==> config.mk <==
export PLATFORM = sky130hd
export DESIGN_NAME = seq_calculator
export DESIGN_NICKNAME = d
export VERILOG_FILES = /design/src/rtl/calc_pkg.sv /design/src/rtl/bin2bcd.sv /design/src/rtl/seq_calculator.sv
export SDC_FILE = /design/constraint.sdc
export NUM_CORES = 1
export LEC_CHECK = 0
export BUFFER_PORTS_ARGS = -buffer_cell sky130_fd_sc_hd__buf_2
export CAP_MARGIN = 10
export CELL_PAD_IN_SITES_DETAIL_PLACEMENT = 1
export CELL_PAD_IN_SITES_GLOBAL_PLACEMENT = 1
export CORE_MARGIN = 2
export CORE_UTILIZATION = 48
export DETAILED_ROUTE_END_ITERATION = 8
export PLACE_DENSITY_LB_ADDON = 0.1
export SLEW_MARGIN = 20
export SYNTH_ARGS = -nofsm -noshare
export SYNTH_HDL_FRONTEND = slang
export SYNTH_SLANG_ARGS = --single-unit
==> constraint.sdc <==
create_clock -name clk -period 4 [get_ports clk]
set_input_delay 0.6 -clock clk [delete_from_list [all_inputs] [get_ports clk]]
set_output_delay 0.6 -clock clk [all_outputs]
set_load 0.02 [all_outputs]
==> src/rtl/calc_pkg.sv <==
// Shared types and constants for the sequential calculator.
package calc_pkg;

   // Operation selected by a button edge.
   typedef enum logic [2:0] {CLR, ADD, MUL, DIV, MOD} op_t;

   // Control states of the calculator.
   typedef enum logic [1:0] {IDLE, COMPUTE, CONVERT, DONE} state_t;

   // Digit shown in every BCD position while err is set.
   localparam logic [3:0] ERR_DIGIT = 4'hF;

   // 10^n as a 64-bit constant; used to find the largest displayable magnitude.
   function automatic logic [63:0] pow10(input int unsigned n);
      logic [63:0] r;
      r = 64'd1;
      for (int unsigned i = 0; i < n; i++) r = r * 64'd10;
      return r;
   endfunction

endpackage

==> src/rtl/bin2bcd.sv <==
// Sequential shift-add-3 binary to BCD converter for a 2*WIDTH-bit magnitude.
// A start pulse loads bin and performs the first step in the same cycle; the
// conversion takes exactly 2*WIDTH cycles including the start cycle. done is
// high in the cycle whose clock edge completes the last step, and bcd always
// shows the result of the step being taken in the current cycle, so bcd is
// the final value whenever done is high. Digits beyond DIGITS are discarded.
module bin2bcd
   import calc_pkg::*;
#(
   parameter int unsigned WIDTH  = 8,
   parameter int unsigned DIGITS = 4
) (
   input  logic                  clk,
   input  logic                  rst_n,
   input  logic                  clear,
   input  logic                  start,
   input  logic [2*WIDTH-1:0]    bin,
   output logic [4*DIGITS-1:0]   bcd,
   output logic                  done
);

   localparam int unsigned BW = 2 * WIDTH;
   localparam int unsigned CW = $clog2(BW + 1);

   logic [BW-1:0]          bin_q, bin_src, bin_nx;
   logic [4*DIGITS-1:0]    bcd_q, bcd_src, bcd_adj;
   logic [4*DIGITS+BW-1:0] shreg;
   logic [CW-1:0]          cnt_q;
   logic                   run_q;

   // One double-dabble step: add 3 to digits >= 5, then shift left by one.
   always_comb begin
      bin_src = start ? bin : bin_q;
      bcd_src = start ? '0 : bcd_q;
      bcd_adj = bcd_src;
      for (int i = 0; i < int'(DIGITS); i++) begin
         if (bcd_src[4*i +: 4] >= 4'd5) bcd_adj[4*i +: 4] = bcd_src[4*i +: 4] + 4'd3;
      end
      shreg  = {bcd_adj, bin_src} << 1;
      bcd    = shreg[4*DIGITS+BW-1:BW];
      bin_nx = shreg[BW-1:0];
   end

   assign done = run_q && (cnt_q == CW'(BW - 1));

   // Step registers and step counter.
   always_ff @(posedge clk or negedge rst_n) begin
      if (!rst_n) begin
         bin_q <= '0;
         bcd_q <= '0;
         cnt_q <= '0;
         run_q <= 1'b0;
      end else if (clear) begin
         run_q <= 1'b0;
         cnt_q <= '0;
      end else if (start) begin
         bin_q <= bin_nx;
         bcd_q <= bcd;
         cnt_q <= CW'(1);
         run_q <= 1'b1;
      end else if (run_q) begin
         bin_q <= bin_nx;
         bcd_q <= bcd;
         cnt_q <= cnt_q + 1'b1;
         if (done) run_q <= 1'b0;
      end
   end

endmodule

==> src/rtl/seq_calculator.sv <==
// Sequential signed calculator: add, multiply, divide and modulo on WIDTH-bit
// two's complement operands, result shown as DIGITS BCD magnitude digits plus
// a sign flag. Operations start on button rising edges.
// Optional feature: define CALC_AUTO_RECALC_EN to rerun the last operation
// automatically when a or b changes while idle.
module seq_calculator
   import calc_pkg::*;
#(
   parameter int unsigned WIDTH  = 8,
   parameter int unsigned DIGITS = 4
) (
   input  logic                      clk,
   input  logic                      rst_n,
   input  logic signed [WIDTH-1:0]   a,
   input  logic signed [WIDTH-1:0]   b,
   input  logic [4:0]                button,
   output logic [4*DIGITS-1:0]       bcd,
   output logic                      neg,
   output logic                      err,
   output logic                      busy,
   output logic                      valid
);

   localparam int unsigned BW    = 2 * WIDTH;
   localparam int unsigned CW    = $clog2(BW + 1);
   localparam logic [63:0] LIMIT = pow10(DIGITS) - 64'd1;

   state_t state_q, state_d;

   logic [4:0] btn_q, edges;
   logic       armed_q;
   logic       clr_edge, op_start, start;
   op_t        op_sel, op_q;

   logic signed [WIDTH-1:0] a_q, b_q;
   logic [WIDTH-1:0]        ma, mb;
   logic [CW-1:0]           cnt_q;
   logic [BW-1:0]           acc_q, mcand_q, acc_nx;
   logic [WIDTH-1:0]        mplier_q, quot_q, rem_q, dvsr_q;
   logic [WIDTH:0]          rem_sh, diff, sum, sum_mag;
   logic                    dz, compute_last;

   logic [BW-1:0]        conv_bin;
   logic [4*DIGITS-1:0]  conv_bcd;
   logic                 conv_start, conv_done, res_neg, res_err;

   logic [4*DIGITS-1:0]  bcd_q;
   logic                 neg_q, err_q;

`ifdef CALC_AUTO_RECALC_EN
   logic have_op_q;
   op_t  last_op_q;
`endif

   // Edges are masked for the first cycle after reset so a held button never fires.
   assign edges    = armed_q ? (button & ~btn_q) : 5'b0;
   assign clr_edge = edges[0];

   // Button history for edge detection.
   always_ff @(posedge clk or negedge rst_n) begin
      if (!rst_n) begin
         btn_q   <= '0;
         armed_q <= 1'b0;
      end else begin
         btn_q   <= button;
         armed_q <= 1'b1;
      end
   end

   // Pick the highest-priority operation request.
   always_comb begin
      op_start = 1'b0;
      op_sel   = ADD;
      if (edges[1]) begin
         op_start = 1'b1;
         op_sel   = ADD;
      end else if (edges[2]) begin
         op_start = 1'b1;
         op_sel   = MUL;
      end else if (edges[3]) begin
         op_start = 1'b1;
         op_sel   = DIV;
      end else if (edges[4]) begin
         op_start = 1'b1;
         op_sel   = MOD;
      end
`ifdef CALC_AUTO_RECALC_EN
      else if (have_op_q && ((a != a_q) || (b != b_q))) begin
         op_start = 1'b1;
         op_sel   = last_op_q;
      end
`endif
   end

   assign start = (state_q == IDLE) && !clr_edge && op_start;

`ifdef CALC_AUTO_RECALC_EN
   // Remember the last started operation until a clear.
   always_ff @(posedge clk or negedge rst_n) begin
      if (!rst_n) begin
         have_op_q <= 1'b0;
         last_op_q <= ADD;
      end else if (clr_edge) begin
         have_op_q <= 1'b0;
      end else if (start) begin
         have_op_q <= 1'b1;
         last_op_q <= op_sel;
      end
   end
`endif

   // Operand magnitudes; -2^(WIDTH-1) maps to 2^(WIDTH-1) as unsigned.
   always_comb begin
      ma = a[WIDTH-1] ? -a : a;
      mb = b[WIDTH-1] ? -b : b;
   end

   // Arithmetic step logic shared by all operations.
   always_comb begin
      sum     = {a_q[WIDTH-1], a_q} + {b_q[WIDTH-1], b_q};
      sum_mag = sum[WIDTH] ? -sum : sum;
      acc_nx  = mplier_q[0] ? (acc_q + mcand_q) : acc_q;
      rem_sh  = {rem_q, quot_q[WIDTH-1]};
      diff    = rem_sh - {1'b0, dvsr_q};
      dz      = ((op_q == DIV) || (op_q == MOD)) && (b_q == '0);
      compute_last = (op_q == ADD) || dz || (cnt_q == CW'(WIDTH - 1));
   end

   // Operand sampling and iterative multiply/divide datapath.
   always_ff @(posedge clk or negedge rst_n) begin
      if (!rst_n) begin
         a_q      <= '0;
         b_q      <= '0;
         op_q     <= ADD;
         cnt_q    <= '0;
         acc_q    <= '0;
         mcand_q  <= '0;
         mplier_q <= '0;
         quot_q   <= '0;
         rem_q    <= '0;
         dvsr_q   <= '0;
      end else if (start) begin
         a_q      <= a;
         b_q      <= b;
         op_q     <= op_sel;
         cnt_q    <= '0;
         acc_q    <= '0;
         mcand_q  <= BW'(ma);
         mplier_q <= mb;
         quot_q   <= ma;
         rem_q    <= '0;
         dvsr_q   <= mb;
      end else if (state_q == COMPUTE) begin
         cnt_q    <= compute_last ? '0 : cnt_q + 1'b1;
         acc_q    <= acc_nx;
         mcand_q  <= mcand_q << 1;
         mplier_q <= mplier_q >> 1;
         // Restoring division: quotient bits shift in as dividend bits shift out.
         if (!diff[WIDTH]) begin
            rem_q  <= diff[WIDTH-1:0];
            quot_q <= {quot_q[WIDTH-2:0], 1'b1};
         end else begin
            rem_q  <= rem_sh[WIDTH-1:0];
            quot_q <= {quot_q[WIDTH-2:0], 1'b0};
         end
      end else if (state_q == CONVERT) begin
         cnt_q <= cnt_q + 1'b1;
      end
   end

   // Select the final magnitude and sign of the finished operation.
   always_comb begin
      conv_bin = '0;
      res_neg  = 1'b0;
      unique case (op_q)
         ADD: begin
            conv_bin = BW'(sum_mag);
            res_neg  = sum[WIDTH];
         end
         MUL: begin
            conv_bin = acc_q;
            res_neg  = a_q[WIDTH-1] ^ b_q[WIDTH-1];
         end
         DIV: begin
            conv_bin = BW'(quot_q);
            res_neg  = a_q[WIDTH-1] ^ b_q[WIDTH-1];
         end
         MOD: begin
            conv_bin = BW'(rem_q);
            res_neg  = a_q[WIDTH-1];
         end
         default: ;
      endcase
      if (dz) conv_bin = '0;
      res_err = dz || (64'(conv_bin) > LIMIT);
   end

   assign conv_start = (state_q == CONVERT) && (cnt_q == '0);

   bin2bcd #(
      .WIDTH  (WIDTH),
      .DIGITS (DIGITS)
   ) u_bin2bcd (
      .clk   (clk),
      .rst_n (rst_n),
      .clear (clr_edge),
      .start (conv_start),
      .bin   (conv_bin),
      .bcd   (conv_bcd),
      .done  (conv_done)
   );

   // State register.
   always_ff @(posedge clk or negedge rst_n) begin
      if (!rst_n) state_q <= IDLE;
      else        state_q <= state_d;
   end

   // Next-state logic and status outputs; clear overrides everything.
   always_comb begin
      state_d = state_q;
      busy    = (state_q == COMPUTE) || (state_q == CONVERT);
      valid   = (state_q == DONE);
      unique case (state_q)
         IDLE:    if (start) state_d = COMPUTE;
         COMPUTE: if (compute_last) state_d = CONVERT;
         CONVERT: if (conv_done) state_d = DONE;
         DONE:    state_d = IDLE;
         default: state_d = IDLE;
      endcase
      if (clr_edge) state_d = IDLE;
   end

   // Result registers: load on entry to DONE, zero on clear, hold otherwise.
   always_ff @(posedge clk or negedge rst_n) begin
      if (!rst_n) begin
         bcd_q <= '0;
         neg_q <= 1'b0;
         err_q <= 1'b0;
      end else if (clr_edge) begin
         bcd_q <= '0;
         neg_q <= 1'b0;
         err_q <= 1'b0;
      end else if ((state_q == CONVERT) && conv_done) begin
         bcd_q <= res_err ? {DIGITS{ERR_DIGIT}} : conv_bcd;
         neg_q <= !dz && res_neg && (conv_bin != '0);
         err_q <= res_err;
      end
   end

   assign bcd = bcd_q;
   assign neg = neg_q;
   assign err = err_q;

endmodule

Yosys cells after proc, flatten, opt, wreduce, memory -nomap -nowiden:

Cells that the tools add are included.
Widths: inputs -> output; s select.

* flip-flop bits (word level): 152
* bits of input ports: 23
* output and inout port bits: 20
* word-level logic and storage cells: 143

* $add $sub $neg: 12
* $lt $le $gt $ge: 5
* eq/ne operators: 12
* muxes and demuxes: 61
* bitwise gates (word level): 4
* reduce and logical (&&, ||, !) cells: 29

Operators with widths (count)
* $mux 16: 15
* $mux 8: 9
* $pmux 16 s4: 1
* $mux 5: 8
* $add 16x16->16: 1
* $ge 4x3->1 const B: 4
* $gt 16x14->1 const B: 1
* $neg 8->8: 2
* $reduce_bool 16->1: 1
* $mux 3: 5
* $mux 1: 13
* $add 4x2->4 const B: 3
* $mux 4: 3
* $add 5x1->5 const B: 2
* $add 8x8->9: 1
* $mux 9: 1
* $ne 3x3->1 const B: 3
* $neg 9->9: 1
* $sub 9x8->9: 1
* $logic_and 1x1->1: 8
* $logic_not 8->1: 1
* $mux 2: 4
* $pmux 2 s4: 1
* $reduce_bool 2->1: 4
* other kinds (21): 30

Logic depth before layout (Yosys ltp):

Gate-level depths: netlist of the first run.

* word-level depth: 11
* mapped depth: 14
* mapped depth without buffers: 12

By module:

From an unflattened synthesis of the first run, not the netlist that was laid out.

* cells, all modules: 1032
* area total of the unflattened synthesis: 9175.0 µm²

Modules (own cells, without submodules)
* seq_calculator: instances 1, cells each 805, area an instance 7078.0 µm², seq. area each 2829.0 µm²
* bin2bcd: instances 1, cells each 227, area an instance 2097.0 µm², seq. area each 925.9 µm²

Worst setup path after synthesis of the first run:

No wires, ideal clock.

* kind: register to register
* start point: register b_q[0]
* end point: register neg_q, in the netlist neg
* arrival time: 3.024 ns
* required time: 3.878 ns
* path slack: 0.854 ns
* cell stages (with the launch flop): 11
* buffers on the path: 0
* cell sequence: dfrtp_1 > ha_1 > fa_1 > a211oi_4 > nor4b_2 > or3_1 > o31ai_1 > xnor2_1 > o211ai_2 > or4_1 > a32o_1

* cells in the longest elaborated chain, start to end: 9
* elaborated cells between the ends (all ways): 14

Ends and longest elaborated chain
* start: declaration: RTL line seq_calculator.sv:35 `logic signed [WIDTH-1:0] a_q, b_q;`
* start signal: assignment: RTL line seq_calculator.sv:133 `b_q <= '0;`
* start signal: assignment: RTL line seq_calculator.sv:144 `b_q <= b;`
* $add 8x8->9: RTL line seq_calculator.sv:120 `sum = {a_q[WIDTH-1], a_q} + {b_q[WIDTH-1], b_q};`
* $neg 9->9: RTL line seq_calculator.sv:121 `sum_mag = sum[WIDTH] ? -sum : sum;`
* $mux 9: RTL line seq_calculator.sv:121
* $pmux 16 s4: RTL line seq_calculator.sv:175 `unique case (op_q)`
* $mux 16: RTL line seq_calculator.sv:194 `if (dz) conv_bin = '0;`
* $reduce_bool 16->1: RTL line seq_calculator.sv:246 `neg_q <= !dz && res_neg && (conv_bin != '0);`
* $logic_and 1x1->1 (*): RTL line seq_calculator.sv:246
* $mux 1 (*): RTL line seq_calculator.sv:244 `end else if ((state_q == CONVERT) && conv_done) begin`
* $mux 1 (*): RTL line seq_calculator.sv:240 `end else if (clr_edge) begin`
* end signal: assignment: RTL line seq_calculator.sv:246
* end: declaration: RTL line seq_calculator.sv:48 `logic neg_q, err_q;`

Mark *: on every way between the ends. The rest lies on a longest branch, timed or not. The select of a mux whose other input is x is not followed.
A chain may end at the register's enable or synchronous reset.

Final worst setup path of the first run:

Ends and elaborated chain as after synthesis.

==> metrics, run 1 <==
pin slew with the least headroom to its limit=~870 ps; top library cells by usage in the layout, fill and taps aside=149 x sky130_fd_sc_hd__dfrtp_1, 130 x sky130_fd_sc_hd__nand2_1, 85 x sky130_fd_sc_hd__nor2_1, 85 x sky130_fd_sc_hd__a21oi_1, 72 x sky130_fd_sc_hd__o21ai_0; total wire length after detailed routing=between 20000 and 25000 um; setup slack after layout=approximately 590 ps; clk slew on worst S/H paths=about 60 ps; Hold Fails Final Rpt=0; Port-buffer cells=42; cts hold-fix bufs=0; Area growth, synth to finish=11.8%; Setup Buffers After CTS=0; mean instance size in the synthesized netlist=just over 9 sq um; buffer cell driving the clock tree root=sky130_fd_sc_hd__clkbuf_16; DR iter-0 viols=about 340; final core area utilization=0.541; Overflow after GRT=0; critical-path maximum fanout=5; min Tclk post-route=~3400 ps; combined global-route utilization of all metal layers=0.262; internal power consumption=4.90 mW; # IOs=between 40 and 50; dpl ws=roughly 640 ps; number of setup violations in the final report=0; Layout Cells excl Fill=approximately 1300; Die ar.=~0.020 sq mm; number of routed nets with antenna violations=0; Max VDD drop=~0.00060 V; combinational fraction of design power=0.530; run status=finished clean; wire length of the first global-routing pass=between 40000 and 50000 um; buffer depth of the longest clock path=2; cell with the largest stage delay on the worst path=sky130_fd_sc_hd__or4_1; gate count of the mapped netlist=just under 1000; worst setup path class=flip-flop to flip-flop; R2R setup slack=~600 ps; share of the clock period used by the worst path=0.852; average detailed-routed wire length per instance=19.3 um; Final Skew=approximately 9.6 ps; Tightest Hold Check Type=input port to async pin; total nets after synthesis=between 1000 and 1500; largest incremental delay on the critical path=around 500 ps; Worst EP arrival=3730 ps; sequential power share=0.286; total number of vias=about 7400; headroom to the max-slew limit=0.419; total placed cells including tap cells=around 1200; total design power=a little under 9 mW; sinks on the clock net=150; count of synthesis-stage warnings from yosys=0; detailed-routing iteration count for the pre-antenna-repair pass=4; setup repair after global routing missed its margin=false; layout cell share with drive strength beyond 1=0.116; nets=1100; most frequent standard cell in the layout excluding fill and tap cells=sky130_fd_sc_hd__dfrtp_1; number of buffer and inverter instances along the worst setup path=0; chain of cells forming the critical path=ha_1 > fa_1 > a211oi_4 > o21ba_2 > o221ai_1 > o31ai_1 > xnor2_1 > o211ai_2 > or4_1 > a32o_1; net switching share of the total power=0.448; total DRC errors in the routed layout=0; number of enable-type register cells in the synthesized netlist=0; CTS Buf Count=17; Worst EP required=around 4300 ps; source-to-sink clock delay at the later pin of the worst-skew pair=430 ps; cell area power density=~880 mW/mm^2; sequential element share of the synthesized area=0.417; area of the mapped netlist=0.00900 sq mm; clock tree from TritonCTS=built; post-synthesis sequential element count=150; flip-flop cell with the highest count after synthesis=sky130_fd_sc_hd__dfrtp_1; initial antenna violation count=0; pin count of the biggest net entering global routing=86; clock power share=0.183; Max H-tree Level=4; number of global-route vias before repair=between 7000 and 8000; Starting Density=0.485; element type at the critical path start=flip-flop; async set or reset register ratio after synthesis=1.00; overall die height=141 um; post-detail-place hpwl=around 17000 um; net switching power=3.97 mW; # Max-Cap Violations=0; static power due to leakage=~4.7 nW; count of filler cells inserted in the layout=approximately 2100; top achievable clock speed=approximately 0.3 GHz; vias per cell=5.86; area inside the core boundary=0.0186 sq mm; setup_tns=0 ps; number of standard-cell rows in the floorplan=50; crit-path leading delay family=compound AO/OA/AOI/OAI gates; number of pins with negative max-slew slack in the final report=0; Critical Path Sink Type=flip-flop; routability cong.=around 0.87; number of gates resized after CTS=0; count of inserted antenna diode cells=0; horizontal extent of the die=~140 um; post-synth cell types=84
[path summary, 6_finish.rpt]
| check | cells after the start | from | endpoint |
|---|---|---|---|
| hold / removal | 1 | rst_n | btn_q[0]$_DFF_PN0_ |
| setup / recovery | 10 | b_q[0]$_DFFE_PN0P_ | neg$_DFFE_PN0P_ |
| hold reg to reg | 2 | a_q[4]$_DFFE_PN0P_ | a_q[4]$_DFFE_PN0P_ |
| setup reg to reg | 10 | b_q[0]$_DFFE_PN0P_ | neg$_DFFE_PN0P_ |
| min in group clk | 1 | button[2] | btn_q[2]$_DFF_PN0_ |
| max in group asynchronous | 2 | rst_n | rem_q[1]$_DFFE_PN0P_ |
[registers in the layout, indices dropped and copies added (netlist names), 2 cells and up]
register and cells:
acc_q 16, bcd 16, mcand_q 16, u_bin2bcd.bcd_q 16, u_bin2bcd.bin_q 15, a_q 8, b_q 8, mplier_q 8
quot_q 8, rem_q 8, dvsr_q 7, btn_q 5, cnt_q 5, u_bin2bcd.cnt_q 5, op_q 3, state_q 2
[power by group through the flow]
stage | clock, mW | sequential [mW] | combinational, mW
2_1_floorplan | 0 | 2.35 | 3.67
3_3_place_gp | 0 | 2.53 | 4.49
3_5_place_dp | 0 | 2.55 | 4.65
4_1_cts | 1.65 | 2.54 | 4.73
5_1_grt | 1.70 | 2.61 | 5.29
6_report | 1.63 | 2.54 | 4.71
[logic make-up after synthesis]
kind of cell,synth area share
buffers and inverters,0.0416
AOI/OAI and AO/OA,0.209
xor gates and xnor gates,0.0407
other,0.000417
adders and majority gates,0.0776
muxes,0.0464
DFF,0.417
and+or+nand+nor,0.167
[cell type report]
class                   count  area (sq um)  share of cell area
repair buffers             57           354              0.0352
clock buffers              21           460              0.0458
multi-input cells         750          4900               0.487
well taps                 234           293              0.0291
clock inverters            10           123              0.0122
inverters                  47           176              0.0175
flip-flops and latches    150          3750               0.373
[worst register-to-register path, cell delays in order (launching register included)]
cell,delay [ps]
sky130_fd_sc_hd__dfrtp_1,430
sky130_fd_sc_hd__ha_1,260
sky130_fd_sc_hd__fa_1,460
sky130_fd_sc_hd__a211oi_4,370
sky130_fd_sc_hd__o21ba_2,240
sky130_fd_sc_hd__o221ai_1,160
sky130_fd_sc_hd__o31ai_1,320
sky130_fd_sc_hd__xnor2_1,200
sky130_fd_sc_hd__o211ai_2,140
sky130_fd_sc_hd__or4_1,500
sky130_fd_sc_hd__a32o_1,230
[synth_stat cells, types with 7 or more instances]
cell / count / area share
sky130_fd_sc_hd__clkbuf_1: 37 / 0.015
sky130_fd_sc_hd__nand2b_1: 11 / 0.0076
sky130_fd_sc_hd__nand2_1: 130 / 0.054
sky130_fd_sc_hd__xor2_1: 18 / 0.018
sky130_fd_sc_hd__a31oi_1: 19 / 0.013
sky130_fd_sc_hd__ha_1: 51 / 0.071
sky130_fd_sc_hd__a21o_1: 7 / 0.0058
sky130_fd_sc_hd__dfrtp_1: 149 / 0.41
sky130_fd_sc_hd__a211oi_1: 16 / 0.013
sky130_fd_sc_hd__a21oi_1: 85 / 0.047
sky130_fd_sc_hd__xnor2_1: 22 / 0.021
sky130_fd_sc_hd__and3_1: 11 / 0.0076
sky130_fd_sc_hd__o21ai_0: 73 / 0.041
sky130_fd_sc_hd__nor3_1: 13 / 0.0072
sky130_fd_sc_hd__inv_1: 46 / 0.019
sky130_fd_sc_hd__and2_1: 12 / 0.0083
sky130_fd_sc_hd__nor2_1: 86 / 0.036
sky130_fd_sc_hd__o31ai_1: 7 / 0.0058
sky130_fd_sc_hd__nor2b_1: 15 / 0.010
sky130_fd_sc_hd__a22oi_1: 12 / 0.010
sky130_fd_sc_hd__nand3_1: 11 / 0.0061
sky130_fd_sc_hd__mux2i_1: 35 / 0.039
[routing by layer]
layer | vias to the layer above | track usage | routed length [um]
li1 | 3586 | - | -
met1 | 3721 | 0.340 | 10800
met2 | 101 | 0.464 | 12600
met3 | 31 | 0.0401 | 690
met4 | 0 | 0.0632 | 407
met5 | - | 0 | 0
[per-stage QoR]
stage / hold WS, ps / instance area [sq um]
2_1_floorplan: 304 / 9000
3_3_place_gp: 459 / 9480
3_5_place_dp: 478 / 9480
4_1_cts: 249 / 10100
5_1_grt: 274 / 10100
6_report: 212 / 10100
Note: power is estimated with default switching activity, not from simulation.
==> run 2, diff against run 1 <==
--- a/config.mk
+++ b/config.mk
@@ -10,10 +10,11 @@
 export CELL_PAD_IN_SITES_DETAIL_PLACEMENT = 1
 export CELL_PAD_IN_SITES_GLOBAL_PLACEMENT = 1
 export CORE_MARGIN = 2
-export CORE_UTILIZATION = 48
+export CORE_UTILIZATION = 50
+export CTS_BUF_LIST = sky130_fd_sc_hd__clkbuf_4 sky130_fd_sc_hd__clkbuf_8
 export DETAILED_ROUTE_END_ITERATION = 8
 export PLACE_DENSITY_LB_ADDON = 0.1
-export SLEW_MARGIN = 20
+export SLEW_MARGIN = 30
 export SYNTH_ARGS = -nofsm -noshare
 export SYNTH_HDL_FRONTEND = slang
 export SYNTH_SLANG_ARGS = --single-unit
==> run 2 against run 1 <==
Routed wire length fell by 5.7%. Critical path depth did not move. Critical path type unchanged. Global-route usage fell by 1.1 points. Sequential share of layout area rose by 0.56 points.
==> metrics, run 2 (same netlist as run 1, synthesis figures left out) <==
cell area power density=about 850 mW/mm^2; combined global-route utilization of all metal layers=0.252; Max VDD drop=about 0.0006 V; detailed-routing iteration count for the pre-antenna-repair pass=5; top achievable clock speed=0.299 GHz; headroom to the max-slew limit=0.525; worst setup path class=flip-flop to flip-flop; cts hold-fix bufs=0; Worst EP arrival=3700 ps; area inside the core boundary=about 0.018 sq mm; Port-buffer cells=42; Die ar.=between 0.015 and 0.02 sq mm; # IOs=43; number of setup violations in the final report=0; horizontal extent of the die=138 um; most frequent standard cell in the layout excluding fill and tap cells=sky130_fd_sc_hd__dfrtp_1; number of buffer and inverter instances along the worst setup path=0; vias per cell=between 5 and 6; number of standard-cell rows in the floorplan=around 50; total wire length after detailed routing=around 23000 um; buffer depth of the longest clock path=2; Starting Density=0.505; # Max-Cap Violations=0; number of pins with negative max-slew slack in the final report=0; Overflow after GRT=0; clock tree from TritonCTS=built; top library cells by usage in the layout, fill and taps aside=149 x sky130_fd_sc_hd__dfrtp_1, 130 x sky130_fd_sc_hd__nand2_1, 85 x sky130_fd_sc_hd__nor2_1, 85 x sky130_fd_sc_hd__a21oi_1, 72 x sky130_fd_sc_hd__o21ai_0; multi-input combinational cell area=0.00490 sq mm; CTS Buf Count=17; pin count of the biggest net entering global routing=94; crit-path leading delay family=compound AO/OA/AOI/OAI gates; source-to-sink clock delay at the later pin of the worst-skew pair=460 ps; DR iter-0 viols=around 340; routability cong.=about 0.89; element type at the critical path start=flip-flop; setup repair after global routing missed its margin=false; static power due to leakage=roughly 4.6 nW; layout cell share with drive strength beyond 1=0.118; min Tclk post-route=3350 ps; count of inserted antenna diode cells=0; Setup Buffers After CTS=0; share of the clock period used by the worst path=0.837; register area=between 0.003 and 0.004 sq mm; Tightest Hold Check Type=input port to async pin; total placed cells including tap cells=between 1000 and 1500; average detailed-routed wire length per instance=between 15 and 20 um; Max H-tree Level=4; cell with the largest stage delay on the worst path=sky130_fd_sc_hd__or4_1; post-detail-place hpwl=16600 um; number of gates resized after CTS=0; Layout Cells excl Fill=between 1000 and 1500; pin slew with the least headroom to its limit=~710 ps; total DRC errors in the routed layout=0; initial antenna violation count=0; critical-path maximum fanout=5; largest incremental delay on the critical path=a little under 500 ps; buffer cell driving the clock tree root=sky130_fd_sc_hd__clkbuf_8; number of global-route vias before repair=7819; Final Skew=11.6 ps; clk slew on worst S/H paths=about 80 ps; overall die height=roughly 140 um; total number of vias=approximately 7300; Area growth, synth to finish=10.1%; nets=about 1100; setup_tns=0 ps; wire length of the first global-routing pass=approximately 39000 um; Worst EP required=between 4000 and 5000 ps; Hold Fails Final Rpt=0; number of routed nets with antenna violations=0; count of filler cells inserted in the layout=approximately 2100; chain of cells forming the critical path=ha_1 > fa_1 > a211oi_4 > nor4b_2 > or3_1 > o31ai_1 > xnor2_1 > o211ai_2 > or4_1 > a32o_1; run status=finished clean; Critical Path Sink Type=flip-flop; sinks on the clock net=150
[run 2: cell count changes in the layout (fill, tap and decap cells not counted)]
cell	change
sky130_fd_sc_hd__buf_16	+1
sky130_fd_sc_hd__clkbuf_8	+18
sky130_fd_sc_hd__clkbuf_1	-2
sky130_fd_sc_hd__clkinvlp_4	-1
sky130_fd_sc_hd__buf_4	-2
sky130_fd_sc_hd__clkinv_2	+2
sky130_fd_sc_hd__bufinv_16	+1
sky130_fd_sc_hd__clkinv_4	-1
sky130_fd_sc_hd__clkbuf_4	+1
sky130_fd_sc_hd__clkbuf_16	-17
[run 2: area by class of cell]
class | instances | share of cell area
repair buffers | 56 | 0.0370
clock buffers | 21 | 0.0285
flip-flops and latches | 150 | 0.379
well taps | 229 | 0.0289
clock inverters | 11 | 0.0148
multi-input cells | 750 | 0.494
inverters | 47 | 0.0178
[run 2: path summary, 6_finish.rpt]
| check | to | slack (ps) | cells after the start | start |
|---|---|---|---|---|
| setup / recovery | neg$_DFFE_PN0P_ | 650 | 10 | b_q[0]$_DFFE_PN0P_ |
| hold / removal | btn_q[4]$_DFF_PN0_ | 40 | 1 | rst_n |
| setup reg to reg | neg$_DFFE_PN0P_ | 650 | 10 | b_q[0]$_DFFE_PN0P_ |
| hold reg to reg | u_bin2bcd.bin_q[13]$_DFFE_PN0P_ | 490 | 2 | u_bin2bcd.bin_q[13]$_DFFE_PN0P_ |
| max in group asynchronous | mcand_q[14]$_DFFE_PN0P_ | 3290 | 2 | rst_n |
| min in group clk | btn_q[0]$_DFF_PN0_ | 260 | 1 | button[0] |
[run 2: where the power goes]
| group | internal, mW | switching [mW] |
|---|---|---|
| logic | 1.90 | 2.72 |
| registers | 2.03 | 0.517 |
| clock network | 0.676 | 0.606 |
[run 2: per-stage QoR]
step | total power [mW] | setup WS, ps | hold slack, ps | util | cell area (sq um)
after global routing | 9.20 | 430 | 37.5 | 0.556 | 9910
final | 8.45 | 652 | 42.8 | 0.556 | 9910
after CTS | 8.49 | 653 | 236 | 0.554 | 9890
after global placement | 6.99 | 713 | 461 | 0.530 | 9460
after detailed placement | 7.15 | 670 | 471 | 0.530 | 9460
after floorplan | 6.02 | 854 | 304 | - | 9000
[run 2: routing by layer]
metal / vias up / GRT usage / part of all wire
li1: 3579 / - / -
met1: 3655 / 0.330 / 0.47
met2: 84 / 0.433 / 0.49
met3: 25 / 0.0436 / 0.025
met4: 0 / 0.0677 / 0.017
met5: - / 0 / 0
